### src/rtl/trig_sequencer_pkg.sv
// ---------------------------------------------------------------------------
// trig_sequencer_pkg
// Shared definitions for the trig calculator front-end sequencer:
//   DATA_WIDTH    width of angle buses (degrees, integer)
//   FP_WIDTH      width of the IEEE-754 double result
//   DEF_MAX_ANGLE default first illegal input angle
//   FUNC_SIN/COS  function select codes
//   state_t       sequencer FSM states
// ---------------------------------------------------------------------------
package trig_sequencer_pkg;

  localparam int DATA_WIDTH    = 10;
  localparam int FP_WIDTH      = 64;
  localparam int DEF_MAX_ANGLE = 720;

  localparam logic FUNC_SIN = 1'b0;
  localparam logic FUNC_COS = 1'b1;

  typedef enum logic [2:0] {
    ST_IDLE      = 3'd0,
    ST_REDUCE    = 3'd1,
    ST_EVAL      = 3'd2,
    ST_WAIT_EVAL = 3'd3,
    ST_RESP      = 3'd4
  } state_t;

endpackage

### src/rtl/trig_sequencer_quadrant_mapper.sv
// ---------------------------------------------------------------------------
// trig_sequencer_quadrant_mapper
// Combinational mapping from (requested function, quadrant) to the
// first-quadrant function the evaluation core must compute and whether the
// core's non-negative result has to be negated.
// Ports:
//   func      in  requested function (0 sin, 1 cos)
//   quadrant  in  quadrant from the angle-reduction divider
//   eval_func out function for the evaluation core (0 sin, 1 cos)
//   negate    out result must be negated
// ---------------------------------------------------------------------------
module trig_sequencer_quadrant_mapper
  import trig_sequencer_pkg::*;
(
  input  logic       func,
  input  logic [1:0] quadrant,
  output logic       eval_func,
  output logic       negate
);

  always_comb begin
    eval_func = FUNC_SIN;
    negate    = 1'b0;
    if (func == FUNC_SIN) begin
      case (quadrant)
        2'd0: begin eval_func = FUNC_SIN; negate = 1'b0; end
        2'd1: begin eval_func = FUNC_COS; negate = 1'b0; end
        2'd2: begin eval_func = FUNC_SIN; negate = 1'b1; end
        default: begin eval_func = FUNC_COS; negate = 1'b1; end
      endcase
    end else begin
      case (quadrant)
        2'd0: begin eval_func = FUNC_COS; negate = 1'b0; end
        2'd1: begin eval_func = FUNC_SIN; negate = 1'b1; end
        2'd2: begin eval_func = FUNC_COS; negate = 1'b1; end
        default: begin eval_func = FUNC_SIN; negate = 1'b0; end
      endcase
    end
  end

endmodule

### src/rtl/trig_sequencer.sv
// ---------------------------------------------------------------------------
// trig_sequencer
// Front-end controller for the trig calculator. Accepts one angle request,
// runs it through the angle-reduction divider, dispatches a first-quadrant
// evaluation to the double-precision core, applies quadrant sign correction
// and returns the result through a valid/ready handshake.
//
// Optional feature: define TRIG_SEQ_TIMEOUT_EN to enable an evaluation
// watchdog; after TIMEOUT_CYCLES cycles in WAIT_EVAL without eval_done the
// request completes with out_err=1 and out_result=0.
//
// Ports:
//   clk, reset                 clock, asynchronous active-high reset
//   in_valid/in_ready          request handshake
//   in_angle, in_func          angle in degrees, 0 = sin / 1 = cos
//   en_divider, div_angle      divider request
//   div_quadrant, div_data     divider response (quadrant, reduced angle)
//   eval_start                 one-cycle start pulse to the evaluation core
//   eval_func, eval_angle      first-quadrant evaluation request
//   eval_done, eval_result     evaluation core response (non-negative double)
//   out_valid/out_ready        result handshake
//   out_result, out_err        final double and error flag
//   busy                       high in any state except IDLE
// ---------------------------------------------------------------------------
module trig_sequencer
  import trig_sequencer_pkg::*;
#(
  parameter int unsigned DIV_LATENCY    = 1,
  parameter int unsigned MAX_ANGLE      = DEF_MAX_ANGLE,
  parameter int unsigned TIMEOUT_CYCLES = 255
) (
  input  logic                  clk,
  input  logic                  reset,
  input  logic                  in_valid,
  output logic                  in_ready,
  input  logic [DATA_WIDTH-1:0] in_angle,
  input  logic                  in_func,
  output logic                  en_divider,
  output logic [DATA_WIDTH-1:0] div_angle,
  input  logic [1:0]            div_quadrant,
  input  logic [DATA_WIDTH-1:0] div_data,
  output logic                  eval_start,
  output logic                  eval_func,
  output logic [DATA_WIDTH-1:0] eval_angle,
  input  logic                  eval_done,
  input  logic [FP_WIDTH-1:0]   eval_result,
  output logic                  out_valid,
  input  logic                  out_ready,
  output logic [FP_WIDTH-1:0]   out_result,
  output logic                  out_err,
  output logic                  busy
);

`ifdef TRIG_SEQ_TIMEOUT_EN
  localparam bit TIMEOUT_EN = 1'b1;
`else
  localparam bit TIMEOUT_EN = 1'b0;
`endif

  localparam int DCNT_W = (DIV_LATENCY > 1) ? $clog2(DIV_LATENCY) : 1;
  localparam int TCNT_W = $clog2(TIMEOUT_CYCLES + 1);

  // Sign correction: a zero magnitude always yields +0, otherwise the sign
  // bit is flipped when the quadrant demands a negative result.
  function automatic logic [FP_WIDTH-1:0] apply_sign(
    input logic [FP_WIDTH-1:0] value,
    input logic                negate
  );
    logic [FP_WIDTH-1:0] res;
    if (value[FP_WIDTH-2:0] == '0) begin
      res = '0;
    end else begin
      res = {value[FP_WIDTH-1] ^ negate, value[FP_WIDTH-2:0]};
    end
    return res;
  endfunction

  state_t state, state_nxt;

  logic [DCNT_W-1:0]     div_cnt;
  logic [TCNT_W-1:0]     wait_cnt;

  logic [DATA_WIDTH-1:0] angle_p0;
  logic                  func_p0;
  logic [DATA_WIDTH-1:0] reduced_p1;
  logic                  eval_func_p1;
  logic                  negate_p1;
  logic [FP_WIDTH-1:0]   result_p2;
  logic                  err_p2;

  logic                  map_eval_func;
  logic                  map_negate;
  logic                  illegal;
  logic                  div_last;
  logic                  timeout_hit;

  trig_sequencer_quadrant_mapper u_quadrant_mapper (
    .func      (func_p0),
    .quadrant  (div_quadrant),
    .eval_func (map_eval_func),
    .negate    (map_negate)
  );

  assign illegal  = 32'(in_angle) >= MAX_ANGLE;
  assign div_last = (div_cnt == '0);
  // eval_done takes priority over expiry in the same cycle.
  assign timeout_hit = TIMEOUT_EN && !eval_done &&
                       (wait_cnt == TCNT_W'(TIMEOUT_CYCLES - 1));

  always_ff @(posedge clk or posedge reset) begin
    if (reset) begin
      state <= ST_IDLE;
    end else begin
      state <= state_nxt;
    end
  end

  always_comb begin
    state_nxt  = state;
    in_ready   = 1'b0;
    en_divider = 1'b0;
    div_angle  = '0;
    eval_start = 1'b0;
    out_valid  = 1'b0;
    busy       = 1'b1;
    case (state)
      ST_IDLE: begin
        in_ready = 1'b1;
        busy     = 1'b0;
        if (in_valid) begin
          state_nxt = illegal ? ST_RESP : ST_REDUCE;
        end
      end
      ST_REDUCE: begin
        en_divider = 1'b1;
        div_angle  = angle_p0;
        if (div_last) begin
          state_nxt = ST_EVAL;
        end
      end
      ST_EVAL: begin
        eval_start = 1'b1;
        state_nxt  = ST_WAIT_EVAL;
      end
      ST_WAIT_EVAL: begin
        if (eval_done || timeout_hit) begin
          state_nxt = ST_RESP;
        end
      end
      ST_RESP: begin
        out_valid = 1'b1;
        if (out_ready) begin
          state_nxt = ST_IDLE;
        end
      end
      default: begin
        state_nxt = ST_IDLE;
      end
    endcase
  end

  always_ff @(posedge clk or posedge reset) begin
    if (reset) begin
      div_cnt      <= '0;
      wait_cnt     <= '0;
      angle_p0     <= '0;
      func_p0      <= FUNC_SIN;
      reduced_p1   <= '0;
      eval_func_p1 <= FUNC_SIN;
      negate_p1    <= 1'b0;
      result_p2    <= '0;
      err_p2       <= 1'b0;
    end else begin
      case (state)
        // Stage p0: request capture
        ST_IDLE: begin
          if (in_valid) begin
            angle_p0  <= in_angle;
            func_p0   <= in_func;
            div_cnt   <= DCNT_W'(DIV_LATENCY - 1);
            result_p2 <= '0;
            err_p2    <= illegal;
          end
        end
        // Stage p1: divider response and quadrant mapping
        ST_REDUCE: begin
          if (div_last) begin
            reduced_p1   <= div_data;
            eval_func_p1 <= map_eval_func;
            negate_p1    <= map_negate;
          end else begin
            div_cnt <= div_cnt - 1'b1;
          end
        end
        ST_EVAL: begin
          wait_cnt <= '0;
        end
        // Stage p2: result capture with sign correction
        ST_WAIT_EVAL: begin
          if (eval_done) begin
            result_p2 <= apply_sign(eval_result, negate_p1);
            err_p2    <= 1'b0;
          end else if (timeout_hit) begin
            result_p2 <= '0;
            err_p2    <= 1'b1;
          end else begin
            wait_cnt <= wait_cnt + 1'b1;
          end
        end
        default: ;
      endcase
    end
  end

  assign eval_func  = eval_func_p1;
  assign eval_angle = reduced_p1;
  assign out_result = result_p2;
  assign out_err    = err_p2;

endmodule

### config.mk
export PLATFORM = sky130hd
export DESIGN_NAME = trig_sequencer
export DESIGN_NICKNAME = d
export VERILOG_FILES = /design/src/rtl/trig_sequencer_pkg.sv /design/src/rtl/trig_sequencer_quadrant_mapper.sv /design/src/rtl/trig_sequencer.sv
export SDC_FILE = /design/constraint.sdc
export NUM_CORES = 1
export LEC_CHECK = 0
export ABC_AREA = 1
export BUFFER_PORTS_ARGS = -buffer_cell sky130_fd_sc_hd__buf_2
export CAP_MARGIN = 20
export CORE_ASPECT_RATIO = 2
export CORE_UTILIZATION = 47
export DETAILED_ROUTE_END_ITERATION = 8
export GPL_TIMING_DRIVEN = 1
export PLACE_DENSITY = 0.77
export SYNTH_ARGS = -nofsm -noshare
export SYNTH_HDL_FRONTEND = slang
export SYNTH_SLANG_ARGS = --single-unit
### constraint.sdc
create_clock -name clk -period 2.8 [get_ports clk]
set_input_delay 0 -clock clk [delete_from_list [all_inputs] [get_ports clk]]
set_output_delay 0 -clock clk [all_outputs]
set_load 0.05 [all_outputs]
==> metrics.txt, run 1 <==
area growth from synthesis to layout=53.7%; fill cell count=591; Synth cell types=21; via count=4258; CP startpoint=state[1]; dpl cells=756; post-cts sizing count=0; Leak=3.52 nW; Bufs on Longest Clock Path=2; RSZ-0062 raised after global routing=false; Final Net Count=850; worst setup slack after layout=0.617 ns; clk_skew=0.00710 ns; Inserted Diodes=0; Die W=67.1 µm; reg-to-reg critical path startpoint=state[0]; Final setup viols=0; register area share after synthesis=57.2%; crit path kind=register to output pin; Final Max Tran Viols=0; CTS tree=done; core box area=8230 µm²; worst-margin pin slew=0.792 ns; initial antenna violation count=0; clock sinks=91; Async S/R FF share, synth=100%; pwr dens=1260 nW/µm²; Synth Instances=489; Post-synth EDFFs=0; synth warn=0; Seq cells post-synth=91; Reg2Reg Depth=7; worst reg2reg endpoint=out_result[5]; GRT Residual Overflow=0; critical path capture point type=output pin; die height=132 µm; r2r setup slk=0.86 ns; worst endpoint required time=2.80 ns; crit start category=register; # rows=47; Vias per Instance=4.97; Synth area leaders=dfrtp_1 (57%), nand2_1 (13%), inv_1 (8.1%); syn avg cell area=8.14 µm²; clock transition at the registers of the reported paths=0.06 ns; worst skew pair latency=0.34 ns; Final ANT Viol Nets=0; maximum vdd drop=831 µV; crit path to=div_angle[3]; worst path arrival time=2.18 ns; Post-Syn Nets=584; WHS=0.0368 ns; Period minus WS final=2.18 ns; type of the tightest min-delay check=input pin to register; Global Route Usage Sum=29.0%; largest net degree at the start of global routing=48; first-pass GRT wire length=19300 µm; cell taking the most area after synthesis=dfrtp_1; Die Footprint=8860 µm²; Initial Util=48.3%; Yosys top cell area share=57.2%; Sum Neg Setup Slack=0 ns; final non-filler cell total=856; share of layout cells above drive strength 1=26.9%; count of port buffers added during placement=182; max cap viols=0; outcome=complete, no violations; I/O pins=183; top_reg_cell synth=dfrtp_1; DRT Wirelength=12200 µm; drt wl/cell=14.2 µm; period utilisation layout=77.9%; Worst slew margin=47.2%; DRC viols=0; Final Hold Viols=0; crit-path max FO=25; First-pass DRT Iterations=5; fmax=458 MHz; Post-DP HPWL=7570 µm; CTS root buffer=clkbuf_16; htree depth=3; vias in the first global route=4326; Place WS=0.862 ns; synthesized area=3980 µm²; final design utilization=74.3%; initial DRC count=294; cts bufs inserted=9; Final GP Congestion=0.842
Yosys cell counts, types with 2 or more instances:
| library cell | instances |
|---|---|
| a21oi_1 | 10 |
| buf_2 | 5 |
| buf_6 | 4 |
| clkbuf_1 | 9 |
| dfrtp_1 | 91 |
| ha_1 | 3 |
| inv_1 | 86 |
| nand2_1 | 133 |
| nand3_1 | 2 |
| nand3_2 | 2 |
| nor2_1 | 63 |
| nor3_1 | 2 |
| o21ai_0 | 57 |
| o21ai_1 | 14 |
| or2_1 | 2 |
per-layer routing:
| layer | vias to the layer above | share of wire [%] | GRT usage (%) |
|---|---|---|---|
| met3 | 83 | 4.8 | 4.93 |
| met5 | - | 0 | 0 |
| met4 | 0 | 7.7 | 23.3 |
| met1 | 1954 | 35 | 30.4 |
| li1 | 2004 | - | - |
| met2 | 217 | 53 | 48.5 |
through the flow:
step | area [µm²] | power [mW]
final | 6120 | 7.73
after global routing | 6120 | 8.12
after CTS | 6120 | 7.70
after detailed placement | 4970 | 6.43
after global placement | 4970 | 6.33
after floorplan | 3980 | 5.45
cells by family (layout without fill, tap and decap cells):
| logic type | after synthesis | after routing | share of synthesized area, % |
|---|---|---|---|
| AO/OA/AOI/OAI | 82 | 82 | 10.4 |
| XOR/XNOR | 2 | 2 | 0.440 |
| adder cells (fa/ha/maj) | 3 | 3 | 0.943 |
| buffers and inverters | 104 | 373 | 10.7 |
| flip-flops | 91 | 91 | 57.2 |
| AND/OR/NAND/NOR | 207 | 207 | 20.3 |
worst max-delay path: stages, from the launching register on:
cell and delay, ns:
dfrtp_1 0.44, nor3_1 0.28, buf_4 0.23, inv_1 0.35
nor2_1 0.25, buf_2 0.30
final cells by class:
type / instances / area [µm²] / area share [%]
Inverter: 86 / 324 / 5.30
Clock inverter: 3 / 40.0 / 0.655
Sequential cell: 91 / 2280 / 37.2
Timing Repair Buffer: 273 / 1830 / 30.0
Tap cell: 98 / 123 / 2.00
Clock buffer: 11 / 243 / 3.97
Multi-Input combinational cell: 294 / 1270 / 20.8
state kept, by name, indices dropped and copies added (netlist names):
register and flops:
eval_func 1, func_p0 1, state 3, negate_p1 1, out_result 64, out_err 1
eval_angle 10, angle_p0 10
worst min path at each step:
stage / from / to / cells past startpoint
3_3_place_gp: reset / out_result[4] / 2
6_report: eval_done / state[0] / 3
2_1_floorplan: div_data[8] / eval_angle[8] / 2
3_5_place_dp: reset / out_result[9] / 2
4_1_cts: eval_done / state[0] / 3
5_1_grt: eval_done / state[0] / 3
power breakdown:
group          internal [mW]  switching, mW
combinational          0.948           3.36
clock                  0.703          0.470
sequential              1.92          0.325
total                   3.57           4.16
cells in the final DEF, fill, tap and decap left out, types with 9 or more instances in the layout:
master         count
a21oi_1           10
buf_2            182
clkbuf_16          9
dfrtp_1           91
dlygate4sd3_1     86
inv_1             85
nand2_1          133
nor2_1            63
o21ai_0           57
o21ai_1           14
timing repair:
| action | CTS | global route |
|---|---|---|
| endpoints found under the setup margin | 0 | 0 |
| buffers inserted | 0 | 0 |
| endpoints found under the hold margin | 130 | 0 |
| hold buffers | 86 | 0 |
(Power assumes the default switching activity.)
==> inputs of run 2 (changes only) <==
--- a/config.mk
+++ b/config.mk
@@ -5,14 +5,14 @@
 export SDC_FILE = /design/constraint.sdc
 export NUM_CORES = 1
 export LEC_CHECK = 0
-export ABC_AREA = 1
+export ABC_AREA = 0
 export BUFFER_PORTS_ARGS = -buffer_cell sky130_fd_sc_hd__buf_2
 export CAP_MARGIN = 20
 export CORE_ASPECT_RATIO = 2
-export CORE_UTILIZATION = 47
+export CORE_UTILIZATION = 45
 export DETAILED_ROUTE_END_ITERATION = 8
 export GPL_TIMING_DRIVEN = 1
-export PLACE_DENSITY = 0.77
+export PLACE_DENSITY = 0.76
 export SYNTH_ARGS = -nofsm -noshare
 export SYNTH_HDL_FRONTEND = slang
 export SYNTH_SLANG_ARGS = --single-unit
==> constraint.sdc (replaced) <==
create_clock -name clk -period 2.3 [get_ports clk]
set_input_delay 0 -clock clk [delete_from_list [all_inputs] [get_ports clk]]
set_output_delay 0 -clock clk [all_outputs]
set_load 0.05 [all_outputs]
==> run 2 against run 1 <==
Net effect: sequential share of layout area is 1.6 points higher; sequential cell count stayed put; wire length is 8.3% lower; cell count is 26% lower; area after synthesis is 9.0% lower; critical path type is now input pin to register; clock power is 39% higher; critical endpoint is now out_result[63]; clock skew is 0.0017 ns lower; utilization hardly changed; die area is 4.8% lower.
==> metrics.txt, run 2 <==
outcome=complete, no violations; I/O pins=183; Initial Util=45.9%; clk_skew=0.00540 ns; Final Net Count=626; hold_sp=in_valid; top-count cell post-synth=dfrtp_1; Post-Syn Nets=361; # rows=46; synth warn=0; clock transition at the registers of the reported paths=0.06 ns; Die Footprint=8430 µm²; RSZ-0062 raised after global routing=false; Final ANT Viol Nets=0; Leak=2.97 nW; critical path capture point type=register; number of flip-flops in the largest register=64; period utilisation layout=86.1%; commonest cells after routing, fill and taps aside=buf_2 (182), dfrtp_1 (91), dlygate4sd3_1 (87), a22o_1 (62), mux2_2 (21); CP startpoint=eval_result[29]; Synth area leaders=dfrtp_1 (63%), a22o_1 (15%), mux2_2 (6.5%); post-route cell area=5860 µm²; Sum Neg Setup Slack=0 ns; crit-path max FO=2; synthesized area=3620 µm²; CTS tree=done; Seq cells post-synth=91; worst endpoint required time=2.53 ns; max cap viols=0; Final setup viols=0; count of port buffers added during placement=182; cts bufs inserted=9; type of the tightest min-delay check=input pin to register; vias in the first global route=3546; crit start category=input pin; Synth cell types=32; Bufs on Longest Clock Path=2; Worst slew margin=58.1%; area growth from synthesis to layout=61.7%; reg-to-reg critical path startpoint=state[1]; worst-margin pin slew=0.627 ns; pwr dens=1560 nW/µm²; Inserted Diodes=0; Period minus WS final=1.98 ns; CTS root buffer=clkbuf_16; top_reg_cell synth=dfrtp_1; Final Hold Viols=0; Async S/R FF share, synth=100%; First-pass DRT Iterations=4; Final Max Tran Viols=0; Final GP Congestion=0.908; post-cts sizing count=0; placed cell area=4650 µm²; crit path kind=input pin to register; Die W=65.4 µm; Synth top cells by count=dfrtp_1 (91), a22o_1 (62), mux2_2 (21), nor4_1 (14), and2_1 (12); worst skew pair latency=0.34 ns; DRC viols=0; Post-DP HPWL=6860 µm; die height=129 µm; GRT Residual Overflow=0; largest net degree at the start of global routing=92; Vias per Instance=5.38; DRT Wirelength=11200 µm; core box area=7890 µm²; cell taking the most area after synthesis=dfrtp_1; syn avg cell area=13.6 µm²; initial antenna violation count=0; first-pass GRT wire length=17200 µm; worst path arrival time=2.21 ns; htree depth=3; drt wl/cell=17.7 µm; maximum vdd drop=994 µV; share of layout cells above drive strength 1=43.1%; via count=3397; Global Route Usage Sum=27.4%; Synth Instances=266; most common cell after layout, fill and taps aside=buf_2; initial DRC count=252; fmax=505 MHz; Yosys top cell area share=62.9%; register area share after synthesis=62.9%; clock sinks=91; Final Power=9.15 mW; Post-synth EDFFs=0
run 2: cell count changes after synthesis, sizes merged, moves of 3 or more:
cell / change
o21ai: -69
nand2: -132
nor2: -59
mux2: +21
a21oi: -5
and2: +12
nand4: +3
nand3: -4
nor4: +15
inv: -80
a22o: +63
run 2: path summary, 6_finish.rpt:
| path | to | slack, ns | cells past startpoint |
|---|---|---|---|
| max | out_result[63] | 0.32 | 7 |
| max in group asynchronous | out_err | 1.58 | 4 |
| min | state[0] | 0.06 | 3 |
| max reg2reg | out_result[51] | 0.47 | 4 |
| min in group asynchronous | eval_angle[7] | 0.35 | 4 |
| min reg2reg | out_result[63] | 0.49 | 1 |
run 2: what timing repair did:
item | in CTS | in global routing
hold buffers | 87 | 0
setup buffers | 0 | 0
endpoints found under the hold margin | 177 | 0
run 2: worst max-delay path: stages:
cell           delay (ns)
dlygate4sd3_1        0.54
buf_2                0.13
nor4_1               0.44
buf_4                0.19
nand4_1              0.13
or4_1                0.52
a32o_1               0.25
run 2: cells by family after synthesis:
logic type | after synthesis | synth area share, %
flip-flops | 91 | 62.9
XOR/XNOR | 2 | 0.484
buffers and inverters | 26 | 3.35
adder cells (fa/ha/maj) | 3 | 1.04
multiplexers | 21 | 6.53
AND/OR/NAND/NOR | 48 | 8.29
AO/OA/AOI/OAI | 75 | 17.4
run 2: cell type report:
type	count	area, µm²
clock buffer	11	253
sequential	91	2280
fill	483	2030
inverter	6	26.3
timing repair buffer	274	1860
clock inverter	5	82.6
multi-input combinational	149	1240
tap	96	120
run 2: power breakdown:
group | internal [mW] | leakage [nW] | switching (mW)
clock network | 1.02 | 0.167 | 0.613
logic | 1.43 | 1.66 | 3.37
registers | 2.30 | 1.14 | 0.421
run 2: per-layer routing:
layer	routed length (µm)	global-route usage (%)	part of all wire (%)
met2	6040	47.7	54
met5	0	0	0
met1	4060	29.8	36
met3	543	5.41	4.9
met4	518	16.9	4.6
run 2: through the flow:
step           util (%)  hold WS (ns)  setup slack (ns)  cells
6_report           74.3        0.0633             0.320    632
5_1_grt            74.3        0.0624             0.176    632
4_1_cts            74.3        0.0522             0.215    632
3_5_place_dp       59.0         0.188             0.434    529
3_3_place_gp       59.0         0.183             0.462    529
2_1_floorplan         -        0.0921             0.187    266
